File: src/rtl/guard_pkg.sv
// Shared types for the guard patrol and walk animator: direction codes, patrol legs, sprite size.
package guard_pkg;

  localparam int unsigned SPRITE_W = 21;

  typedef enum logic [2:0] {
    DIR_LEFT  = 3'b000,
    DIR_RIGHT = 3'b001,
    DIR_DOWN  = 3'b010,
    DIR_UP    = 3'b011,
    DIR_NONE  = 3'b111
  } dir_t;

  typedef enum logic [2:0] {
    WALK_RIGHT,
    WALK_DOWN,
    WALK_LEFT,
    WALK_UP,
    PAUSE
  } patrol_state_t;

  function automatic patrol_state_t opposite_leg(input patrol_state_t s);
    case (s)
      WALK_RIGHT: return WALK_LEFT;
      WALK_LEFT:  return WALK_RIGHT;
      WALK_DOWN:  return WALK_UP;
      WALK_UP:    return WALK_DOWN;
      default:    return s;
    endcase
  endfunction

  // Leg entered after reaching the corner that ends leg s.
  function automatic patrol_state_t following_leg(input patrol_state_t s, input logic ccw);
    case (s)
      WALK_RIGHT: return ccw ? WALK_UP    : WALK_DOWN;
      WALK_DOWN:  return ccw ? WALK_RIGHT : WALK_LEFT;
      WALK_LEFT:  return ccw ? WALK_DOWN  : WALK_UP;
      WALK_UP:    return ccw ? WALK_LEFT  : WALK_RIGHT;
      default:    return WALK_RIGHT;
    endcase
  endfunction

  function automatic dir_t leg_dir(input patrol_state_t s);
    case (s)
      WALK_RIGHT: return DIR_RIGHT;
      WALK_DOWN:  return DIR_DOWN;
      WALK_LEFT:  return DIR_LEFT;
      WALK_UP:    return DIR_UP;
      default:    return DIR_NONE;
    endcase
  endfunction

endpackage

File: src/rtl/guard_axis_step.sv
// One-axis step toward a limit with clamping; 11-bit arithmetic so no 10-bit wrap occurs.
module guard_axis_step (
  input  logic [9:0] pos,
  input  logic [9:0] limit,
  input  logic [3:0] step,
  input  logic       dec,
  output logic [9:0] next_pos,
  output logic       at_limit
);

  logic [10:0] pos_w;
  logic [10:0] lim_w;
  logic [10:0] step_w;

  always_comb begin
    pos_w  = {1'b0, pos};
    lim_w  = {1'b0, limit};
    step_w = {7'b0, step};
    if (dec) at_limit = (pos_w <= lim_w + step_w);
    else     at_limit = (pos_w + step_w >= lim_w);
    if (at_limit) next_pos = limit;
    else if (dec) next_pos = pos - step_w[9:0];
    else          next_pos = pos + step_w[9:0];
  end

endmodule

File: src/rtl/guard_patrol.sv
// Guard patrol motion: clockwise rectangular walk with corner pauses, one step per frame tick.
// Optional GUARD_PATROL_REVERSE_EN adds a 'reverse' input that flips the patrol to counter-clockwise.
module guard_patrol
  import guard_pkg::*;
#(
  parameter logic [9:0] X_MIN        = 10'd100,
  parameter logic [9:0] X_MAX        = 10'd400,
  parameter logic [9:0] Y_MIN        = 10'd80,
  parameter logic [9:0] Y_MAX        = 10'd300,
  parameter logic [3:0] STEP         = 4'd2,
  parameter logic [7:0] PAUSE_FRAMES = 8'd30
) (
  input  logic       vga_clk,
  input  logic       Reset,
  input  logic       frame_tick,
  input  logic       enable,
  input  logic       freeze,
`ifdef GUARD_PATROL_REVERSE_EN
  input  logic       reverse,
`endif
  output logic [9:0] GuardX,
  output logic [9:0] GuardY,
  output dir_t       direction_guard,
  output logic       corner_pulse,
  output logic [7:0] lap_count
);

  patrol_state_t state, next_leg, leg;
  logic [7:0]    pause_cnt;
  logic          ccw;
  logic          adv, rev_hit, ccw_eff, horiz, hit, lap_hit;
  logic          x_at, y_at;
  logic [9:0]    x_next, y_next;

  assign adv = frame_tick & enable & ~freeze;

`ifdef GUARD_PATROL_REVERSE_EN
  assign rev_hit = adv & reverse & (state != PAUSE);
`else
  assign rev_hit = 1'b0;
`endif

  // A reverse flips the leg before the move so the guard steps the new way on the same tick.
  assign leg     = rev_hit ? opposite_leg(state) : state;
  assign ccw_eff = ccw ^ rev_hit;
  assign horiz   = (leg == WALK_RIGHT) || (leg == WALK_LEFT);
  assign hit     = horiz ? x_at : y_at;
  assign lap_hit = hit && (ccw_eff ? (leg == WALK_LEFT) : (leg == WALK_UP));

  guard_axis_step u_x_step (
    .pos      (GuardX),
    .limit    ((leg == WALK_LEFT) ? X_MIN : X_MAX),
    .step     (STEP),
    .dec      (leg == WALK_LEFT),
    .next_pos (x_next),
    .at_limit (x_at)
  );

  guard_axis_step u_y_step (
    .pos      (GuardY),
    .limit    ((leg == WALK_UP) ? Y_MIN : Y_MAX),
    .step     (STEP),
    .dec      (leg == WALK_UP),
    .next_pos (y_next),
    .at_limit (y_at)
  );

  // NOTE: all state here uses non-blocking assignments so every register samples pre-edge values.
  always_ff @(posedge vga_clk or posedge Reset) begin
    if (Reset) begin
      state           <= WALK_RIGHT;
      next_leg        <= WALK_RIGHT;
      pause_cnt       <= 8'd0;
      ccw             <= 1'b0;
      GuardX          <= X_MIN;
      GuardY          <= Y_MIN;
      direction_guard <= DIR_NONE;
      corner_pulse    <= 1'b0;
      lap_count       <= 8'd0;
    end else begin
      corner_pulse    <= 1'b0;
      direction_guard <= (enable && !freeze && state != PAUSE) ? leg_dir(state) : DIR_NONE;
      if (adv) begin
        if (state == PAUSE) begin
          if (pause_cnt == PAUSE_FRAMES - 8'd1) begin
            state     <= next_leg;
            pause_cnt <= 8'd0;
          end else begin
            pause_cnt <= pause_cnt + 8'd1;
          end
        end else begin
          ccw <= ccw_eff;
          if (horiz) GuardX <= x_next;
          else       GuardY <= y_next;
          if (hit) begin
            corner_pulse <= 1'b1;
            if (lap_hit) lap_count <= lap_count + 8'd1;
            if (PAUSE_FRAMES == 8'd0) begin
              state <= following_leg(leg, ccw_eff);
            end else begin
              state    <= PAUSE;
              next_leg <= following_leg(leg, ccw_eff);
            end
          end else begin
            state <= leg;
          end
        end
      end
    end
  end

endmodule
File: config.mk
export PLATFORM = sky130hd
export DESIGN_NAME = guard_patrol
export DESIGN_NICKNAME = d
export VERILOG_FILES = /design/src/rtl/guard_pkg.sv /design/src/rtl/guard_axis_step.sv /design/src/rtl/guard_patrol.sv
export SDC_FILE = /design/constraint.sdc
export NUM_CORES = 1
export LEC_CHECK = 0
export ABC_AREA = 0
export CELL_PAD_IN_SITES_DETAIL_PLACEMENT = 1
export CELL_PAD_IN_SITES_GLOBAL_PLACEMENT = 1
export CORE_MARGIN = 1.5
export CORE_UTILIZATION = 44
export CTS_CLUSTER_SIZE = 30
export DETAILED_ROUTE_END_ITERATION = 8
export MAX_ROUTING_LAYER = met4
export PLACE_DENSITY = 0.86
export SLEW_MARGIN = 20
export SYNTH_ARGS = -nofsm -noshare
export SYNTH_HDL_FRONTEND = slang
export SYNTH_SLANG_ARGS = --single-unit
File: constraint.sdc
create_clock -name vga_clk -period 3.5 [get_ports vga_clk]
set_input_delay 0.7 -clock vga_clk [delete_from_list [all_inputs] [get_ports vga_clk]]
set_output_delay 0.7 -clock vga_clk [all_outputs]
set_load 0.03 [all_outputs]
==> metrics.md <==
| Metric | Value |
|---|---|
| Status | finished clean |
| Pleak | 1.80 nW |
| Hold depth | 1 |
| Die Area | 0.00820 sq mm |
| Worst setup startpoint | leg[1] |
| Crit-path slowest cell | or4_1 |
| Clock Latency Late Sink | 0.30 ns |
| Sequential cell area | 0.00109 sq mm |
| R2r worst-path depth | 11 |
| Critical-path cell list | inv_1 -> or3_4 -> clkinvlp_4 -> buf_4 -> ha_1 -> or4_1 -> o31a_2 -> a21oi_2 -> buf_12 -> mux2_2 -> o21ai_0 |
| Post-synth cell types | 59 |
| Main synth FF type | dfrtp_1 |
| Port Buffers | 34 |
| Worst R2R Start | leg[1] |
| Initial Utilization | 46.0% |
| Ys Warns | 0 |
| Number of DRC markers in iteration 0 | 129 |
| Synthesized area | 0.00337 sq mm |
| Clock root cell | clkbuf_8 |
| Async SR Flop Fraction | 100% |
| Clk_skew | 0.0107 ns |
| Hold Crit Class | register to register |
| Vias/cell | 5.68 |
| Fin. Hold Viols | 0 |
| Via count | 2931 |
| GRT Resource Usage Total | 23.8% |
| Antenna diodes | 0 |
| DR WL/cell | 17.4 um |
| WP data arrival | 3.48 ns |
| CP bufs+invs | 4 |
| Largest net degree at the start of global routing | 29 |
| Area grow syn2layout | 18.0% |
| Max Cap Viol | 0 |
| Die Y | 90.6 um |
| Number of routed nets with antenna violations | 0 |
| # nets final | 464 |
| GPL Wtd Cong | 0.859 |
| Worst vdd ir | 0.279 mV |
| DP Wirelength | 6810 um |
| Dpl cells | 505 |
| Most common cell in the netlist | ha_1 |
| # DRC | 0 |
| Rel. slew slack | 53.6% |
| CP top delay family | compound AO/OA/AOI/OAI gates |
| Core footprint | 0.00733 sq mm |
| Synth top area cells | dfrtp_1 26%, ha_1 15%, xnor2_1 7.5%, dfstp_2 6.2%, nand2_1 4.3% |
| Area share of the largest cell type after synthesis | 26.0% |
| Inserted Clock Buffers | 5 |
| Fin crit period | 3.25 ns |
| Pre-antenna DRT Iters | 4 |
| Die X | 90.6 um |
| Gr ovfl total | 0 |
| First-pass GRT wire length | 15400 um |
| FF-to-FF End | GuardY[6] |
| Multi-input logic area | 0.00218 sq mm |
| EDFF count, synth | 0 |
| Stages on worst setup path | 11 |
| Hold path endpoint | lap_count[7] |
| Register bit total from synthesis | 43 |
| Synth cell count leaders | 40 x ha_1, 39 x nand2_1, 35 x dfrtp_1 |
| CTS tree | done |
| Endpoints failing setup | 0 |
| Antenna violations before repair | 0 |
| Clk sinks | 43 |
| Worst-path fanout max | 14 |
| FMAX | 308 MHz |
| CTS clk-pin slew, worst paths | 0.09 ns |
| Final WL | 8970 um |
| CP Class | register to register |
| Slack of the worst reg-to-reg path | 0.25 ns |
| Actual slew at the worst max-slew pin | 0.687 ns |
| Power Density | 785 mW/mm^2 |
| Critical Path Max Stage Delay | 0.44 ns |
| Seq/Total Area, Yosys | 32.2% |
| Synthesized instance count | 373 |
| Worst Min Path Start | lap_count[7] |
| Post-cts hold buffer count | 0 |
| Clock buffer depth | 2 |
| Critical Path RT | 3.73 ns |
| Vias in the first global route | 3186 |
| Share of cells above drive strength 1 | 10.8% |
| Fill cells | 863 |
| Fin util | 54.3% |
| Fin. max-slew vios | 0 |
| Row Count | 31 |
| Critical Path End Type | register |
| Startpoint type of the worst setup path | register |
| H-tree levels | 2 |
| Final non-filler cell total | 516 |
| Syn avg cell area | 9.04 sq um |
| Yosys top cell by area | dfrtp_1 |
| Ratio of final minimum period to clock period | 92.9% |
| Top-level I/O count | 37 |
==> what timing repair did <==
action / CTS / global route
setup endpoints to repair: 0 / 10
resized for setup: 0 / 2
hold endpoints to repair: 0 / 0
buffers inserted: 0 / 3
==> kinds of logic after synthesis <==
kind of cell / synth area share [%]
other cells: 0.111
fa+ha+maj: 16.6
mux: 3.19
simple gates: 20.5
compound gates: 13.9
xor+xnor: 9.87
buf+inv: 3.60
flops: 32.2
==> layout make-up <==
cell class                 instances  area share, %
clock buffer                       6           2.07
inverter                          16           1.60
multi-input combinational        305           54.7
sequential                        43           27.3
tap                               99           3.11
timing repair buffer              45           10.9
clock inverter                     2          0.346
==> report_power, final <==
part           switching, mW  total, mW  internal, mW
Combinational           1.03       1.83         0.802
Clock                  0.188      0.350         0.162
Sequential             0.285      0.948         0.663
Total                   1.50       3.13          1.63
==> cells in the final DEF (no fill, tap or decap), types with 3 or more instances in the layout <==
master / n
nor2b_1: 11
clkdlybuf4s50_1: 34
mux2i_1: 4
clkbuf_8: 6
nand2_1: 39
o21ai_0: 26
o31ai_1: 3
buf_4: 10
dfstp_2: 8
nor3_1: 6
nand2b_1: 3
dfrtp_1: 35
ha_1: 40
xnor2_1: 29
fa_1: 3
nand3_1: 13
inv_1: 13
a211oi_1: 3
mux2_2: 6
nand4_1: 10
xor2_1: 9
or3_1: 3
and3_1: 5
o21bai_1: 4
a31oi_1: 3
nor2_1: 33
a21oi_1: 15
==> flip-flops by register name, indices dropped and copies added (netlist names) <==
signal and cells:
GuardX 9, GuardY 9, corner_pulse 1, direction_guard 3
lap_count 8, leg 3, next_leg 2, pause_cnt 8
==> stage by stage <==
step           hold WS (ns)  setup WS [ns]  instance area (sq um)  total power [mW]  setup TNS, ns
2_1_floorplan         0.446          0.456                   3380              2.14              0
5_1_grt               0.517       -0.00498                   3980              3.37       -0.00498
3_3_place_gp          0.461          0.330                   3850              2.65              0
4_1_cts               0.488          0.107                   3950              3.13              0
3_5_place_dp          0.471          0.207                   3850              2.76              0
6_report              0.487          0.249                   3980              3.13              0
==> how the worst max path moves through the flow <==
stage / end / slack [ns]
final: GuardY[6] / 0.25
after global routing: GuardY[2] / -0.005
after CTS: GuardY[6] / 0.11
after detailed placement: GuardY[6] / 0.21
after global placement: GuardY[2] / 0.33
after floorplan: GuardY[6] / 0.46
==> per-layer routing <==
layer | global-route usage, % | part of all wire [%] | up-vias
met5 | - | 0 | -
met4 | 7.67 | 1.7 | 0
met3 | 2.95 | 3.0 | 17
met2 | 39.9 | 50 | 58
met1 | 29.9 | 45 | 1460
li1 | - | - | 1396
Power figures use the tool's default switching activity.
